**src/rtl/vga_timing_pkg.sv**
```systemverilog
// Shared raster timing presets and colour-bar definitions for the VGA timing generator.
package vga_timing_pkg;

    localparam int VGA640_H_ACTIVE = 640;
    localparam int VGA640_H_FP     = 16;
    localparam int VGA640_H_SYNC   = 96;
    localparam int VGA640_H_BP     = 48;
    localparam int VGA640_V_ACTIVE = 480;
    localparam int VGA640_V_FP     = 10;
    localparam int VGA640_V_SYNC   = 2;
    localparam int VGA640_V_BP     = 33;

    localparam int VGA800_H_ACTIVE = 800;
    localparam int VGA800_H_FP     = 40;
    localparam int VGA800_H_SYNC   = 128;
    localparam int VGA800_H_BP     = 88;
    localparam int VGA800_V_ACTIVE = 600;
    localparam int VGA800_V_FP     = 1;
    localparam int VGA800_V_SYNC   = 4;
    localparam int VGA800_V_BP     = 23;

    localparam int COLOR_W_DEFAULT = 10;

    // Bit order is {R, G, B}; each bit saturates a whole channel.
    typedef enum logic [2:0] {
        BAR_BLACK   = 3'b000,
        BAR_BLUE    = 3'b001,
        BAR_GREEN   = 3'b010,
        BAR_CYAN    = 3'b011,
        BAR_RED     = 3'b100,
        BAR_MAGENTA = 3'b101,
        BAR_YELLOW  = 3'b110,
        BAR_WHITE   = 3'b111
    } bar_rgb_e;

    function automatic bar_rgb_e bar_color(input logic [2:0] idx);
        case (idx)
            3'd0:    return BAR_WHITE;
            3'd1:    return BAR_YELLOW;
            3'd2:    return BAR_CYAN;
            3'd3:    return BAR_GREEN;
            3'd4:    return BAR_MAGENTA;
            3'd5:    return BAR_RED;
            3'd6:    return BAR_BLUE;
            default: return BAR_BLACK;
        endcase
    endfunction

endpackage

```
**src/rtl/vga_delay_line.sv**
```systemverilog
// Fixed-depth register delay with synchronous clear; DEPTH=0 degenerates to a wire.
module vga_delay_line #(
    parameter int WIDTH = 1,
    parameter int DEPTH = 1
) (
    input  logic             clk,
    input  logic             rst,
    input  logic [WIDTH-1:0] din,
    output logic [WIDTH-1:0] dout
);

    generate
        if (DEPTH == 0) begin : g_wire
            logic unused_ctl;
            assign unused_ctl = clk ^ rst;
            assign dout = din;
        end else begin : g_pipe
            logic [WIDTH-1:0] pipe [DEPTH];

            always_ff @(posedge clk) begin
                if (rst) begin
                    for (int i = 0; i < DEPTH; i++) pipe[i] <= '0;
                end else begin
                    pipe[0] <= din;
                    for (int i = 1; i < DEPTH; i++) pipe[i] <= pipe[i-1];
                end
            end

            assign dout = pipe[DEPTH-1];
        end
    endgenerate

endmodule

```
**src/rtl/vga_timing_gen.sv**
```systemverilog
// Parametrised VGA raster generator with host-latency alignment of sync, blank and colour.
// Optional colour-bar test pattern enabled by defining VGA_TEST_PATTERN_EN.
module vga_timing_gen
    import vga_timing_pkg::*;
#(
    parameter int H_ACTIVE = VGA640_H_ACTIVE,
    parameter int H_FP     = VGA640_H_FP,
    parameter int H_SYNC   = VGA640_H_SYNC,
    parameter int H_BP     = VGA640_H_BP,
    parameter int V_ACTIVE = VGA640_V_ACTIVE,
    parameter int V_FP     = VGA640_V_FP,
    parameter int V_SYNC   = VGA640_V_SYNC,
    parameter int V_BP     = VGA640_V_BP,
    parameter bit HS_POL   = 1'b0,
    parameter bit VS_POL   = 1'b0,
    parameter int CNT_W    = 11,
    parameter int COLOR_W  = COLOR_W_DEFAULT,
    parameter int HOST_LAT = 1
) (
    input  logic               iCLK,
    input  logic               iRST,
`ifdef VGA_TEST_PATTERN_EN
    input  logic               iTest,
`endif
    input  logic [COLOR_W-1:0] iRed,
    input  logic [COLOR_W-1:0] iGreen,
    input  logic [COLOR_W-1:0] iBlue,
    output logic [CNT_W-1:0]   px,
    output logic [CNT_W-1:0]   py,
    output logic               active,
    output logic               frame_start,
    output logic               line_start,
    output logic [COLOR_W-1:0] VGA_R,
    output logic [COLOR_W-1:0] VGA_G,
    output logic [COLOR_W-1:0] VGA_B,
    output logic               VGA_H_SYNC,
    output logic               VGA_V_SYNC,
    output logic               VGA_BLANK,
    output logic               VGA_SYNC
);

    localparam int H_TOTAL = H_ACTIVE + H_FP + H_SYNC + H_BP;
    localparam int V_TOTAL = V_ACTIVE + V_FP + V_SYNC + V_BP;

    localparam logic [CNT_W-1:0] H_LAST  = CNT_W'(H_TOTAL - 1);
    localparam logic [CNT_W-1:0] V_LAST  = CNT_W'(V_TOTAL - 1);
    localparam logic [CNT_W-1:0] H_ACT_C = CNT_W'(H_ACTIVE);
    localparam logic [CNT_W-1:0] V_ACT_C = CNT_W'(V_ACTIVE);
    localparam logic [CNT_W-1:0] HS_BEG  = CNT_W'(H_ACTIVE + H_FP);
    localparam logic [CNT_W-1:0] HS_END  = CNT_W'(H_ACTIVE + H_FP + H_SYNC);
    localparam logic [CNT_W-1:0] VS_BEG  = CNT_W'(V_ACTIVE + V_FP);
    localparam logic [CNT_W-1:0] VS_END  = CNT_W'(V_ACTIVE + V_FP + V_SYNC);

    logic [CNT_W-1:0] hc;
    logic [CNT_W-1:0] vc;

    always_ff @(posedge iCLK) begin
        if (iRST) begin
            hc <= '0;
            vc <= '0;
        end else if (hc == H_LAST) begin
            hc <= '0;
            vc <= (vc == V_LAST) ? '0 : vc + CNT_W'(1);
        end else begin
            hc <= hc + CNT_W'(1);
        end
    end

    // Stage 0: registered coordinate, strobes and raw (active-high) sync flags
    logic hs_p0;
    logic vs_p0;

    always_ff @(posedge iCLK) begin
        if (iRST) begin
            px          <= '0;
            py          <= '0;
            active      <= 1'b0;
            frame_start <= 1'b0;
            line_start  <= 1'b0;
            hs_p0       <= 1'b0;
            vs_p0       <= 1'b0;
        end else begin
            px          <= hc;
            py          <= vc;
            active      <= (hc < H_ACT_C) && (vc < V_ACT_C);
            frame_start <= (hc == '0) && (vc == '0);
            line_start  <= (hc == '0);
            hs_p0       <= (hc >= HS_BEG) && (hc < HS_END);
            vs_p0       <= (vc >= VS_BEG) && (vc < VS_END);
        end
    end

    // Stage 1..HOST_LAT: control waits for the host colour to arrive
    logic [2:0] ctl_p1;

    vga_delay_line #(
        .WIDTH(3),
        .DEPTH(HOST_LAT)
    ) u_ctl_dly (
        .clk (iCLK),
        .rst (iRST),
        .din ({hs_p0, vs_p0, active}),
        .dout(ctl_p1)
    );

    logic [COLOR_W-1:0] src_r;
    logic [COLOR_W-1:0] src_g;
    logic [COLOR_W-1:0] src_b;

`ifdef VGA_TEST_PATTERN_EN
    localparam logic [CNT_W-1:0] BAR_W = CNT_W'(H_ACTIVE / 8);

    logic [CNT_W-1:0] px_p1;
    logic [2:0]       bar_sel;
    logic [2:0]       bar;

    vga_delay_line #(
        .WIDTH(CNT_W),
        .DEPTH(HOST_LAT)
    ) u_px_dly (
        .clk (iCLK),
        .rst (iRST),
        .din (px),
        .dout(px_p1)
    );

    always_comb begin
        bar_sel = 3'(px_p1 / BAR_W);
        bar     = bar_color(bar_sel);
        src_r   = iRed;
        src_g   = iGreen;
        src_b   = iBlue;
        if (iTest) begin
            src_r = {COLOR_W{bar[2]}};
            src_g = {COLOR_W{bar[1]}};
            src_b = {COLOR_W{bar[0]}};
        end
    end
`else
    assign src_r = iRed;
    assign src_g = iGreen;
    assign src_b = iBlue;
`endif

    // Output stage: polarity applied and colour masked outside the visible area
    always_ff @(posedge iCLK) begin
        if (iRST) begin
            VGA_R      <= '0;
            VGA_G      <= '0;
            VGA_B      <= '0;
            VGA_BLANK  <= 1'b0;
            VGA_H_SYNC <= ~HS_POL;
            VGA_V_SYNC <= ~VS_POL;
        end else begin
            VGA_H_SYNC <= ctl_p1[2] ? HS_POL : ~HS_POL;
            VGA_V_SYNC <= ctl_p1[1] ? VS_POL : ~VS_POL;
            VGA_BLANK  <= ctl_p1[0];
            VGA_R      <= ctl_p1[0] ? src_r : '0;
            VGA_G      <= ctl_p1[0] ? src_g : '0;
            VGA_B      <= ctl_p1[0] ? src_b : '0;
        end
    end

    assign VGA_SYNC = 1'b0;

endmodule

```
**config.mk**
```make
export PLATFORM = sky130hd
export DESIGN_NAME = vga_timing_gen
export DESIGN_NICKNAME = d
export VERILOG_FILES = /design/src/rtl/vga_timing_pkg.sv /design/src/rtl/vga_delay_line.sv /design/src/rtl/vga_timing_gen.sv
export SDC_FILE = /design/constraint.sdc
export NUM_CORES = 1
export LEC_CHECK = 0
export BUFFER_PORTS_ARGS = -buffer_cell sky130_fd_sc_hd__buf_2
export CELL_PAD_IN_SITES_DETAIL_PLACEMENT = 0
export CELL_PAD_IN_SITES_GLOBAL_PLACEMENT = 1
export CORE_MARGIN = 2
export CORE_UTILIZATION = 30
export CTS_BUF_LIST = sky130_fd_sc_hd__clkbuf_4 sky130_fd_sc_hd__clkbuf_8 sky130_fd_sc_hd__clkbuf_16
export DETAILED_ROUTE_END_ITERATION = 8
export PLACE_DENSITY = 0.61
export SLEW_MARGIN = 25
export SYNTH_ARGS = -nofsm -noshare
export SYNTH_HDL_FRONTEND = slang
export SYNTH_SLANG_ARGS = --single-unit
export TNS_END_PERCENT = 50
```
**constraint.sdc**
```tcl
create_clock -name iCLK -period 3.1 [get_ports iCLK]
set_clock_uncertainty 0.2 [all_clocks]
set_input_delay 0.465 -clock iCLK [delete_from_list [all_inputs] [get_ports iCLK]]
set_output_delay 0.465 -clock iCLK [all_outputs]
set_load 0.01 [all_outputs]
```
==> metrics.md, run 1 <==
| Metric | Value |
|---|---|
| Result of the run | complete, no violations |
| Critical hold path startpoint | iGreen[8] |
| Final number of max-transition violations | 0 |
| Largest net degree at the start of global routing | 35 |
| Row Count | 35 |
| Detailed Route WL | 5.83 mm |
| Clock root buffer master | sky130_fd_sc_hd__clkbuf_8 |
| Achievable frequency | 384 MHz |
| Cells on worst reg2reg path | 4 |
| Number of H-tree levels | 3 |
| Total via count in the routed design | 2068 |
| Post-synthesis compound-gate area fraction | 3.19% |
| Vias in the first global route | 1905 |
| GRT Util Overall | 11.8% |
| Hold/Removal Path Class | in -> reg |
| Setup repair after global routing missed its margin | no |
| TritonCTS clock tree | yes |
| Floorplan core area | 9110 sq um |
| Transition time at the pin with the least slew margin | 0.663 ns |
| XOR/XNOR Fraction of Synth Area | 3.78% |
| Number of maximum-capacitance violations | 0 |
| Instance count of the mapped netlist | 273 |
| Total number of yosys warnings | 0 |
| Leakage | 1.59 nW |
| Relative contribution of the clock network to total power | 39.0% |
| Switching share of power | 21.3% |
| Die Area | 10100 sq um |
| Register-to-register path setup slack | 0.50 ns |
| Max rail drop VDD | 0.197 mV |
| Number of buffers created by CTS | 9 |
| Net count of the mapped netlist | 309 |
| Total net switching power | 420 uW |
| Fraction of layout instances using a drive strength above 1 | 29.6% |
| Slew margin rel. | 55.5% |
| Deepest clock path buffer count | 2 |
| Total gr overflow | 0 |
| Post-DR vias/cell | 4.32 |
| Signed area change from the synthesized netlist to the final layout | 27.1% |
| Synth async-reset ratio | 0% |
| Part of the total power dissipated in sequential elements | 56.8% |
| Die height | 100 microns |
| Post-Syn Area | 2780 sq um |
| Post-synthesis share of cell area spent on and, or, nand and nor gates | 26.1% |
| IO buf count | 89 |
| Global-route wire length before repair | 9.18 mm |
| Total of endpoints with negative setup slack in the final report | 0 |
| Buffer count from post-CTS setup fixing | 0 |
| Clock transition time at the flip-flop clock pins of the worst setup and hold paths | 0.08 ns |
| Crit end category | flip-flop |
| PD cells | 557 nW/um^2 |
| Worst Setup Path Type | reg -> reg |
| Fraction of synthesized area in multiplexers | 0.719% |
| Reg2reg start | hc[7] |
| Design area | 3540 sq um |
| Worst Hold Path Cells | 2 |
| Fraction of the mapped netlist area in adder cells | 1.80% |
| DRT iter0 DRCs | 88 |
| Nets@finish | 400 |
| Beginning of the critical path | hc[7] |
| Worst hold slack | 0.113 ns |
| Placed cell area | 3340 sq um |
| Quantity of hold-fixing buffers added after cts | 0 |
| Power Internal | 1.55 mW |
| Top-Level Pins | 91 |
| Core occupancy in the finished layout | 38.8% |
| Total Neg Setup Slack | 0 ns |
| Post-detailed-route wirelength per cell | 12.2 microns |
| Final min period | 2.60 ns |
| Number of enable flip-flop cells after synthesis | 0 |
| Largest family of logic cells by synthesized area | simple AND/OR/NAND/NOR gates |
| Number of hold violations in the final report | 0 |
| Total Power | 1.97 mW |
| Proportion of synthesized chip area in sequential cells | 61.1% |
| Placer congestion estimate | 0.772 |
| ANT nets after route | 0 |
| Overall die width | 100 microns |
| Initial core utilization | 30.6% |
| CTS sink cnt | 85 |
| Number of antenna diodes | 0 |
| TritonRoute pass-1 iters | 4 |
| Maximum fanout along the worst path | 8 |
| Predominant post-synthesis flop cell | sky130_fd_sc_hd__dfxtp_1 |
| Number of antenna violations at the first check in global routing | 0 |
| Synth Area per Inst | 10.2 sq um |
| Clock latency on the worst-skew pair | 0.35 ns |
| Post-route DRC | 0 |
| Period Utilization, post-route | 84.0% |
| Arrival time of the worst setup path | 2.68 ns |
| Flip-flop and latch count after synthesis | 85 |
| Detailed placement HPWL | 4.11 mm |
| Power share of the combinational group | 4.3% |
| Synth unique cells | 32 |
| Data required time of the critical path | 3.18 ns |
| Post-CTS resize count | 0 |
| Nature of the critical path startpoint | flip-flop |
==> synth_stat cells (all sizes together), types with 2 or more instances <==
cell type | number | area, sq um
o21ai | 4 | 20.0
xnor2 | 10 | 87.6
xor2 | 2 | 17.5
nor3 | 5 | 25.0
nor4 | 6 | 37.5
a21oi | 7 | 35.0
clkbuf | 11 | 42.5
and2 | 30 | 188
nor4b | 2 | 17.5
dfxtp | 85 | 1700
nor2 | 28 | 105
nand2 | 12 | 45.0
o31ai | 2 | 15.0
nand4 | 2 | 12.5
nand3 | 11 | 55.1
and4 | 2 | 17.5
buf | 2 | 12.5
mux2i | 2 | 20.0
or3 | 4 | 25.0
nor2b | 22 | 138
inv | 9 | 33.8
or4 | 4 | 30.0
ha | 4 | 50.1
==> power groups by stage <==
| stage | logic [mW] | registers, mW | clock network [mW] |
|---|---|---|---|
| final | 0.0840 | 1.12 | 0.768 |
| after global routing | 0.0940 | 1.12 | 0.846 |
| after CTS | 0.0863 | 1.12 | 0.806 |
| after detailed placement | 0.0855 | 1.14 | 0 |
| after global placement | 0.0867 | 1.14 | 0 |
| after floorplan | 0.0317 | 1.15 | 0 |
==> sequential cells by signal, indices dropped and copies added, names as in the netlist, 3 cells and up <==
name	count
py	11
u_ctl_dly.g_pipe.pipe	3
px	11
vc	11
hc	11
VGA_R	10
VGA_B	10
VGA_G	10
==> logic make-up (layout without fill, tap and decap cells) <==
group	Yosys count	count (layout)
and+or+nand+nor	132	132
DFF	85	85
buffers and inverters	22	117
AOI/OAI and AO/OA	15	15
xor gates and xnor gates	12	12
adders and majority gates	4	4
muxes	2	2
other	1	1
==> worst max-delay path: stages, from the launching register on <==
cell and delay, ns:
sky130_fd_sc_hd__dfxtp_1 0.38, sky130_fd_sc_hd__or4_1 0.63, sky130_fd_sc_hd__or4_1 0.64, sky130_fd_sc_hd__or4_1 0.54
sky130_fd_sc_hd__a21oi_1 0.14
==> per-layer routing <==
metal  vias up  GRT usage, %  part of all wire [%]
met4         0          7.27                   2.6
met3        11          3.48                   7.4
met5         -             0                     0
met1       915          14.8                    46
li1       1066             -                     -
met2        76          17.9                    44
==> layout by cell type (no fill, tap or decap) <==
master,netlist,final
sky130_fd_sc_hd__o31ai_1,2,2
sky130_fd_sc_hd__buf_2,1,89
sky130_fd_sc_hd__dfxtp_1,85,85
sky130_fd_sc_hd__nand2_1,12,12
sky130_fd_sc_hd__clkbuf_4,0,1
sky130_fd_sc_hd__nor2b_1,22,22
sky130_fd_sc_hd__or2_2,1,1
sky130_fd_sc_hd__or3_1,4,4
sky130_fd_sc_hd__nand3b_1,1,1
sky130_fd_sc_hd__clkinv_2,0,2
sky130_fd_sc_hd__or4_1,4,4
sky130_fd_sc_hd__and4_1,2,2
sky130_fd_sc_hd__nor4b_1,2,2
sky130_fd_sc_hd__and2_1,30,30
sky130_fd_sc_hd__nor4_1,6,6
sky130_fd_sc_hd__o21ai_0,4,4
sky130_fd_sc_hd__mux2i_1,2,2
sky130_fd_sc_hd__o211a_1,1,1
sky130_fd_sc_hd__inv_1,9,9
sky130_fd_sc_hd__a21oi_1,7,7
sky130_fd_sc_hd__conb_1,1,1
sky130_fd_sc_hd__xnor2_1,10,10
sky130_fd_sc_hd__nand4_1,2,2
sky130_fd_sc_hd__nor3_1,5,5
sky130_fd_sc_hd__clkinv_4,0,1
sky130_fd_sc_hd__xor2_1,2,2
sky130_fd_sc_hd__ha_1,4,4
sky130_fd_sc_hd__nand3_1,11,11
sky130_fd_sc_hd__buf_4,1,4
sky130_fd_sc_hd__o41ai_1,1,1
sky130_fd_sc_hd__bufinv_16,0,1
sky130_fd_sc_hd__and4b_1,1,1
sky130_fd_sc_hd__nor2_1,28,28
sky130_fd_sc_hd__and3_1,1,1
sky130_fd_sc_hd__clkbuf_8,0,10
==> cell type report <==
cell class              count  area, sq um
flip-flops and latches     85         1700
multi-input cells         166          993
well taps                 111          139
inverters                   9         33.8
fillers                   949         5570
clock buffers              11          145
repair buffers             93          475
clock inverters             4         48.8
==> final timing paths <==
check	endpoint
max	vc[9]
min	VGA_G[8]
max reg2reg	vc[9]
min reg2reg	VGA_V_SYNC
==> stage by stage <==
| step | worst slack (ns) | cells |
|---|---|---|
| finish | 0.497 | 479 |
| global route | 0.399 | 479 |
| global placement | 0.559 | 464 |
| floorplan | 0.620 | 273 |
| CTS | 0.505 | 479 |
| detailed placement | 0.528 | 464 |
(Power assumes the default switching activity.)
==> inputs of run 2 (changes only) <==
--- a/config.mk
+++ b/config.mk
@@ -12,7 +12,7 @@
 export CORE_UTILIZATION = 30
 export CTS_BUF_LIST = sky130_fd_sc_hd__clkbuf_4 sky130_fd_sc_hd__clkbuf_8 sky130_fd_sc_hd__clkbuf_16
 export DETAILED_ROUTE_END_ITERATION = 8
-export PLACE_DENSITY = 0.61
+export PLACE_DENSITY = 0.64
 export SLEW_MARGIN = 25
 export SYNTH_ARGS = -nofsm -noshare
 export SYNTH_HDL_FRONTEND = slang
==> constraint.sdc (replaced) <==
create_clock -name iCLK -period 2.2 [get_ports iCLK]
set_clock_uncertainty 0.2 [all_clocks]
set_input_delay 0.33 -clock iCLK [delete_from_list [all_inputs] [get_ports iCLK]]
set_output_delay 0.33 -clock iCLK [all_outputs]
set_load 0.01 [all_outputs]
==> metrics.md, run 2 (same netlist as run 1, synthesis figures left out) <==
| Metric | Value |
|---|---|
| ANT nets after route | 0 (unchanged) |
| Nets@finish | 452 (+13%) |
| PD cells | 690 nW/um^2 (+24%) |
| TritonCTS clock tree | yes |
| Max rail drop VDD | 0.320 mV (+63%) |
| Number of placed instances, taps included | 486 (+4.7%) |
| Area of all sequential standard cells | 1710 sq um (+0.29%) |
| Total Power | 2.77 mW (+41%) |
| Endpoint of the most critical register-to-register path | vc[9] |
| Largest net degree at the start of global routing | 35 (unchanged) |
| Post-DR vias/cell | 4.29 (-0.69%) |
| Period Utilization, post-route | 100% (+16 points) |
| Detailed placement HPWL | 4.40 mm (+7.0%) |
| Placed cell area | 3520 sq um (+5.2%) |
| Reg2reg start | hc[10] |
| Row Count | 35 (unchanged) |
| IO buf count | 89 (unchanged) |
| Number of buffers created by CTS | 9 (unchanged) |
| Result of the run | finished, violations left |
| Clock root buffer master | sky130_fd_sc_hd__clkbuf_8 |
| Leakage | 1.82 nW (+15%) |
| Count of non-filler cells in the finished layout | 532 (+11%) |
| Total via count in the routed design | 2281 (+10%) |
| Worst Hold Path Cells | 1 (-1) |
| Cells on worst reg2reg path | 4 (unchanged) |
| Total gr overflow | 0 (unchanged) |
| Violations in the final reports | setup timing |
| Register-to-register path setup slack | -0.0002 ns (-0.50 ns) |
| Detailed Route WL | 6.41 mm (+9.9%) |
| Clock transition time at the flip-flop clock pins of the worst setup and hold paths | 0.08 ns (about the same) |
| Signed area change from the synthesized netlist to the final layout | 44.4% |
| Die Area | 10100 sq um (unchanged) |
| Number of maximum-capacitance violations | 0 (unchanged) |
| Achievable frequency | 455 MHz (+18%) |
| Post-route DRC | 0 (unchanged) |
| Hold/Removal Path Class | reg -> reg |
| Initial core utilization | 30.6% (unchanged) |
| CTS sink cnt | 85 (unchanged) |
| Nature of the critical path startpoint | flip-flop |
| Overall die width | 100 microns (unchanged) |
| Setup repair after global routing missed its margin | yes |
| Top-Level Pins | 91 (unchanged) |
| Maximum fanout along the worst path | 5 (-3) |
| DRT iter0 DRCs | 84 (-4.5%) |
| Endpoint of the worst hold path | VGA_V_SYNC |
| Die height | 100 microns (unchanged) |
| Most frequent standard cell in the layout excluding fill and tap cells | sky130_fd_sc_hd__buf_2 |
| Critical hold path startpoint | u_ctl_dly.g_pipe.pipe[0][1] |
| TritonRoute pass-1 iters | 4 (unchanged) |
| Crit end category | flip-flop |
| Data required time of the critical path | 2.29 ns (-0.89 ns) |
| Total of endpoints with negative setup slack in the final report | 1 (+1) |
| GRT Util Overall | 13.2% (+1.3 points) |
| Final worst-path setup slack | -0.000203 ns (-0.497 ns) |
| Number of H-tree levels | 3 (unchanged) |
| Fraction of layout instances using a drive strength above 1 | 33.5% (+3.9 points) |
| Global-route wire length before repair | 10.3 mm (+12%) |
| Number of antenna violations at the first check in global routing | 0 (unchanged) |
| Setup Slack @ Placement | -0.0623 ns (-0.590 ns) |
| Design area | 4020 sq um (+14%) |
| Final number of max-transition violations | 0 (unchanged) |
| Number of hold violations in the final report | 0 (unchanged) |
| Number of antenna diodes | 0 (unchanged) |
| Deepest clock path buffer count | 2 (unchanged) |
| Combined area of the multi-input logic cells | 1010 sq um (+1.8%) |
| Placer congestion estimate | 0.787 (+2.0%) |
| Number of fill cells in the layout | 896 (-5.6%) |
| Post-detailed-route wirelength per cell | 12.1 microns (-1.0%) |
| Floorplan core area | 9110 sq um (unchanged) |
| Commonest cells after routing, fill and taps aside | 89 x sky130_fd_sc_hd__buf_2, 81 x sky130_fd_sc_hd__dfxtp_1, 30 x sky130_fd_sc_hd__and2_1, 30 x sky130_fd_sc_hd__dlygate4sd3_1, 28 x sky130_fd_sc_hd__nor2_1 |
| Clock latency on the worst-skew pair | 0.35 ns (about the same) |
| Vias in the first global route | 2171 (+14%) |
| Arrival time of the worst setup path | 2.29 ns (-0.39 ns) |
| Worst Setup Path Type | reg -> reg |
| Final min period | 2.20 ns (-0.403 ns) |
-- run 2: worst max-delay path by stage --
stage / startpoint / end / slack, ns
6_report: hc[10] / vc[9] / -0.0002
5_1_grt: hc[10] / vc[9] / -0.04
4_1_cts: hc[10] / vc[9] / -0.003
3_5_place_dp: hc[10] / vc[6] / -0.06
3_3_place_gp: hc[10] / vc[8] / -0.03
2_1_floorplan: hc[10] / vc[9] / -0.12
-- run 2: layout make-up --
class                      count  area share (%)
multi-input combinational    166            25.1
inverter                       9           0.840
sequential                    85            42.5
tap                          111            3.45
clock buffer                  10            3.27
timing repair buffer         145            23.5
clock inverter                 6            1.34
-- run 2: metal layers --
metal / track usage, % / vias to the layer above / part of all wire [%]
met5: 0 / - / 0
met4: 7.27 / 0 / 2.1
met3: 3.20 / 9 / 6.2
met2: 21.1 / 75 / 45
met1: 16.3 / 1023 / 46
li1: - / 1174 / -
-- run 2: stage by stage --
| step | setup TNS [ns] | util [%] | hold slack, ns |
|---|---|---|---|
| 3_5_place_dp | -0.159 | 38.6 | 0.152 |
| 3_3_place_gp | -0.0623 | 38.6 | 0.147 |
| 4_1_cts | -0.00340 | 44.0 | 0.172 |
| 6_report | -0.000203 | 44.1 | 0.169 |
| 5_1_grt | -0.0841 | 44.1 | 0.184 |
| 2_1_floorplan | -0.181 | - | 0.143 |
-- run 2: report_power, final --
| part | switching, mW | internal, mW |
|---|---|---|
| clock network | 0.581 | 0.442 |
| registers | 0.00836 | 1.57 |
| logic | 0.0737 | 0.102 |
| total | 0.663 | 2.11 |
-- run 2: timing repair --
item	CTS	global route
endpoints found under the setup margin	3	3
setup buffers	0	0
resized for setup	2	3
hold endpoints to repair	30	0
hold buffers	30	0
-- run 2: worst max-delay path, cell delays in order, from the launching register on --
cell and delay, ns:
sky130_fd_sc_hd__dfxtp_2 0.32, sky130_fd_sc_hd__or4_4 0.53, sky130_fd_sc_hd__or4_4 0.47, sky130_fd_sc_hd__or4_4 0.50
sky130_fd_sc_hd__a21oi_2 0.12
==> inputs of run 3 (changes only) <==
--- a/config.mk
+++ b/config.mk
@@ -8,11 +8,12 @@
 export BUFFER_PORTS_ARGS = -buffer_cell sky130_fd_sc_hd__buf_2
 export CELL_PAD_IN_SITES_DETAIL_PLACEMENT = 0
 export CELL_PAD_IN_SITES_GLOBAL_PLACEMENT = 1
+export CORE_ASPECT_RATIO = 1.4
 export CORE_MARGIN = 2
 export CORE_UTILIZATION = 30
 export CTS_BUF_LIST = sky130_fd_sc_hd__clkbuf_4 sky130_fd_sc_hd__clkbuf_8 sky130_fd_sc_hd__clkbuf_16
 export DETAILED_ROUTE_END_ITERATION = 8
-export PLACE_DENSITY = 0.64
+export PLACE_DENSITY = 0.61
 export SLEW_MARGIN = 25
 export SYNTH_ARGS = -nofsm -noshare
 export SYNTH_HDL_FRONTEND = slang
==> constraint.sdc (replaced) <==
create_clock -name iCLK -period 2.6 [get_ports iCLK]
set_clock_uncertainty 0.2 [all_clocks]
set_input_delay 0.39 -clock iCLK [delete_from_list [all_inputs] [get_ports iCLK]]
set_output_delay 0.39 -clock iCLK [all_outputs]
set_load 0.01 [all_outputs]
==> metrics.md, run 3 (same netlist as run 1, synthesis figures left out) <==
| Metric | Value |
|---|---|
| Top-Level Pins | 91 (unchanged) |
| Period Utilization, post-route | 93.4% (-6.6 points) |
| Initial core utilization | 30.8% (+0.27 points) |
| Total of endpoints with negative setup slack in the final report | 0 (-1) |
| Worst hold slack | 0.0568 ns (-0.112 ns) |
| Detailed placement HPWL | 4.28 mm (-2.7%) |
| CTS sink cnt | 85 (unchanged) |
| Signed area change from the synthesized netlist to the final layout | 33.0% |
| Clock root buffer master | sky130_fd_sc_hd__clkbuf_16 |
| GRT Util Overall | 12.1% (-1.0 points) |
| Die height | 118 microns (+18%) |
| Maximum fanout along the worst path | 8 (+3) |
| Hold/Removal Path Class | in -> reg |
| Data required time of the critical path | 2.66 ns (+0.37 ns) |
| Post-detailed-route wirelength per cell | 12.2 microns (+1.6%) |
| Number of antenna diodes | 0 (unchanged) |
| Final worst-path setup slack | 0.170 ns (+0.171 ns) |
| Number of H-tree levels | 3 (unchanged) |
| Worst Setup Path Type | reg -> reg |
| Number of hold violations in the final report | 0 (unchanged) |
| Vias in the first global route | 2010 (-7.4%) |
| Quantity of hold-fixing buffers added after cts | 0 (-100%) |
| Max rail drop VDD | 0.407 mV (+27%) |
| Final number of max-transition violations | 0 (unchanged) |
| Total gr overflow | 0 (unchanged) |
| Achievable frequency | 412 MHz (-9.4%) |
| Result of the run | complete, no violations |
| Post-route DRC | 0 (unchanged) |
| Clock latency on the worst-skew pair | 0.33 ns (-0.02 ns) |
| Count of non-filler cells in the finished layout | 484 (-9.0%) |
| Global-route wire length before repair | 9.40 mm (-8.8%) |
| IO buf count | 89 (unchanged) |
| Total Neg Setup Slack | 0 ns (+0.000203 ns) |
| Number of buffers created by CTS | 9 (unchanged) |
| ANT nets after route | 0 (unchanged) |
| Leakage | 1.68 nW (-7.5%) |
| Arrival time of the worst setup path | 2.49 ns (+0.20 ns) |
| Total Power | 2.68 mW (-3.5%) |
| Deepest clock path buffer count | 2 (unchanged) |
| Number of antenna violations at the first check in global routing | 0 (unchanged) |
| TritonCTS clock tree | yes |
| Core occupancy in the finished layout | 41.0% (-3.1 points) |
| Worst Hold Path Cells | 2 (+1) |
| Most frequent standard cell in the layout excluding fill and tap cells | sky130_fd_sc_hd__buf_2 |
| Floorplan core area | 9030 sq um (-0.88%) |
| Clock transition time at the flip-flop clock pins of the worst setup and hold paths | 0.06 ns (-0.02 ns) |
| Row Count | 41 (+17%) |
| Number of placed instances, taps included | 470 (-3.3%) |
| Nature of the critical path startpoint | flip-flop |
| Nets@finish | 410 (-9.3%) |
| Placer congestion estimate | 0.769 (-2.3%) |
| Cells on worst reg2reg path | 4 (unchanged) |
| PD cells | 723 nW/um^2 (+4.8%) |
| Post-CTS resize count | 0 (-2) |
| Die Area | 10100 sq um (+0.11%) |
| TritonRoute pass-1 iters | 4 (unchanged) |
| DRT iter0 DRCs | 69 (-18%) |
| Total via count in the routed design | 2116 (-7.2%) |
| Placed cell area | 3410 sq um (-2.9%) |
| Crit end category | flip-flop |
| Commonest cells after routing, fill and taps aside | 89 x sky130_fd_sc_hd__buf_2, 85 x sky130_fd_sc_hd__dfxtp_1, 30 x sky130_fd_sc_hd__and2_1 |
| Detailed Route WL | 5.93 mm (-7.6%) |
| Number of maximum-capacitance violations | 0 (unchanged) |
| Setup repair after global routing missed its margin | no |
| Overall die width | 85.4 microns (-15%) |
| Fraction of layout instances using a drive strength above 1 | 31.3% (-2.2 points) |
| Setup Slack @ Placement | 0.186 ns (+0.248 ns) |
| Design area | 3700 sq um (-7.9%) |
| Buffer count from post-CTS setup fixing | 0 (unchanged) |
| Largest net degree at the start of global routing | 27 (-23%) |
| Post-DR vias/cell | 4.37 (+2.0%) |
| Final min period | 2.43 ns (+0.229 ns) |
==> run 3: cell types whose count changed in the layout (fill, tap and decap cells not counted), sizes merged <==
| cell | previous run | this run |
|---|---|---|
| buf | 115 | 103 |
| clkbuf | 10 | 12 |
| clkinvlp | 1 | 0 |
| inv | 12 | 9 |
| bufinv | 0 | 1 |
| dlygate4sd3 | 30 | 0 |
| clkinv | 2 | 1 |
==> run 3: final cells by class <==
class / instances / area [sq um]
well taps: 107 / 134
clock buffers: 12 / 254
multi-input cells: 166 / 993
inverters: 9 / 33.8
repair buffers: 103 / 551
clock inverters: 2 / 35.0
fillers: 903 / 5330
flip-flops and latches: 85 / 1700
==> run 3: routing by layer <==
layer / up-vias / GRT usage (%) / share of wire, %
li1: 1086 / - / -
met1: 944 / 13.2 / 42
met2: 74 / 19.7 / 47
met3: 12 / 4.35 / 7.7
met4: 0 / 7.64 / 2.8
met5: - / 0 / 0
==> run 3: final timing paths <==
path	startpoint	end	slack, ns
setup reg to reg	hc[6]	vc[9]	0.17
hold reg to reg	u_ctl_dly.g_pipe.pipe[0][1]	VGA_V_SYNC	0.16
hold / removal	iGreen[4]	VGA_G[4]	0.06
setup / recovery	hc[6]	vc[9]	0.17
==> run 3: critical path: stages, from the launching register on <==
cell,delay (ns)
sky130_fd_sc_hd__dfxtp_1,0.35
sky130_fd_sc_hd__or4_1,0.51
sky130_fd_sc_hd__or4_1,0.62
sky130_fd_sc_hd__or4_1,0.54
sky130_fd_sc_hd__a21oi_1,0.14
==> run 3: report_power, final <==
part | total (mW) | internal [mW] | switching [mW]
Clock | 1.24 | 0.779 | 0.460
Sequential | 1.34 | 1.33 | 0.00834
Combinational | 0.102 | 0.0500 | 0.0521
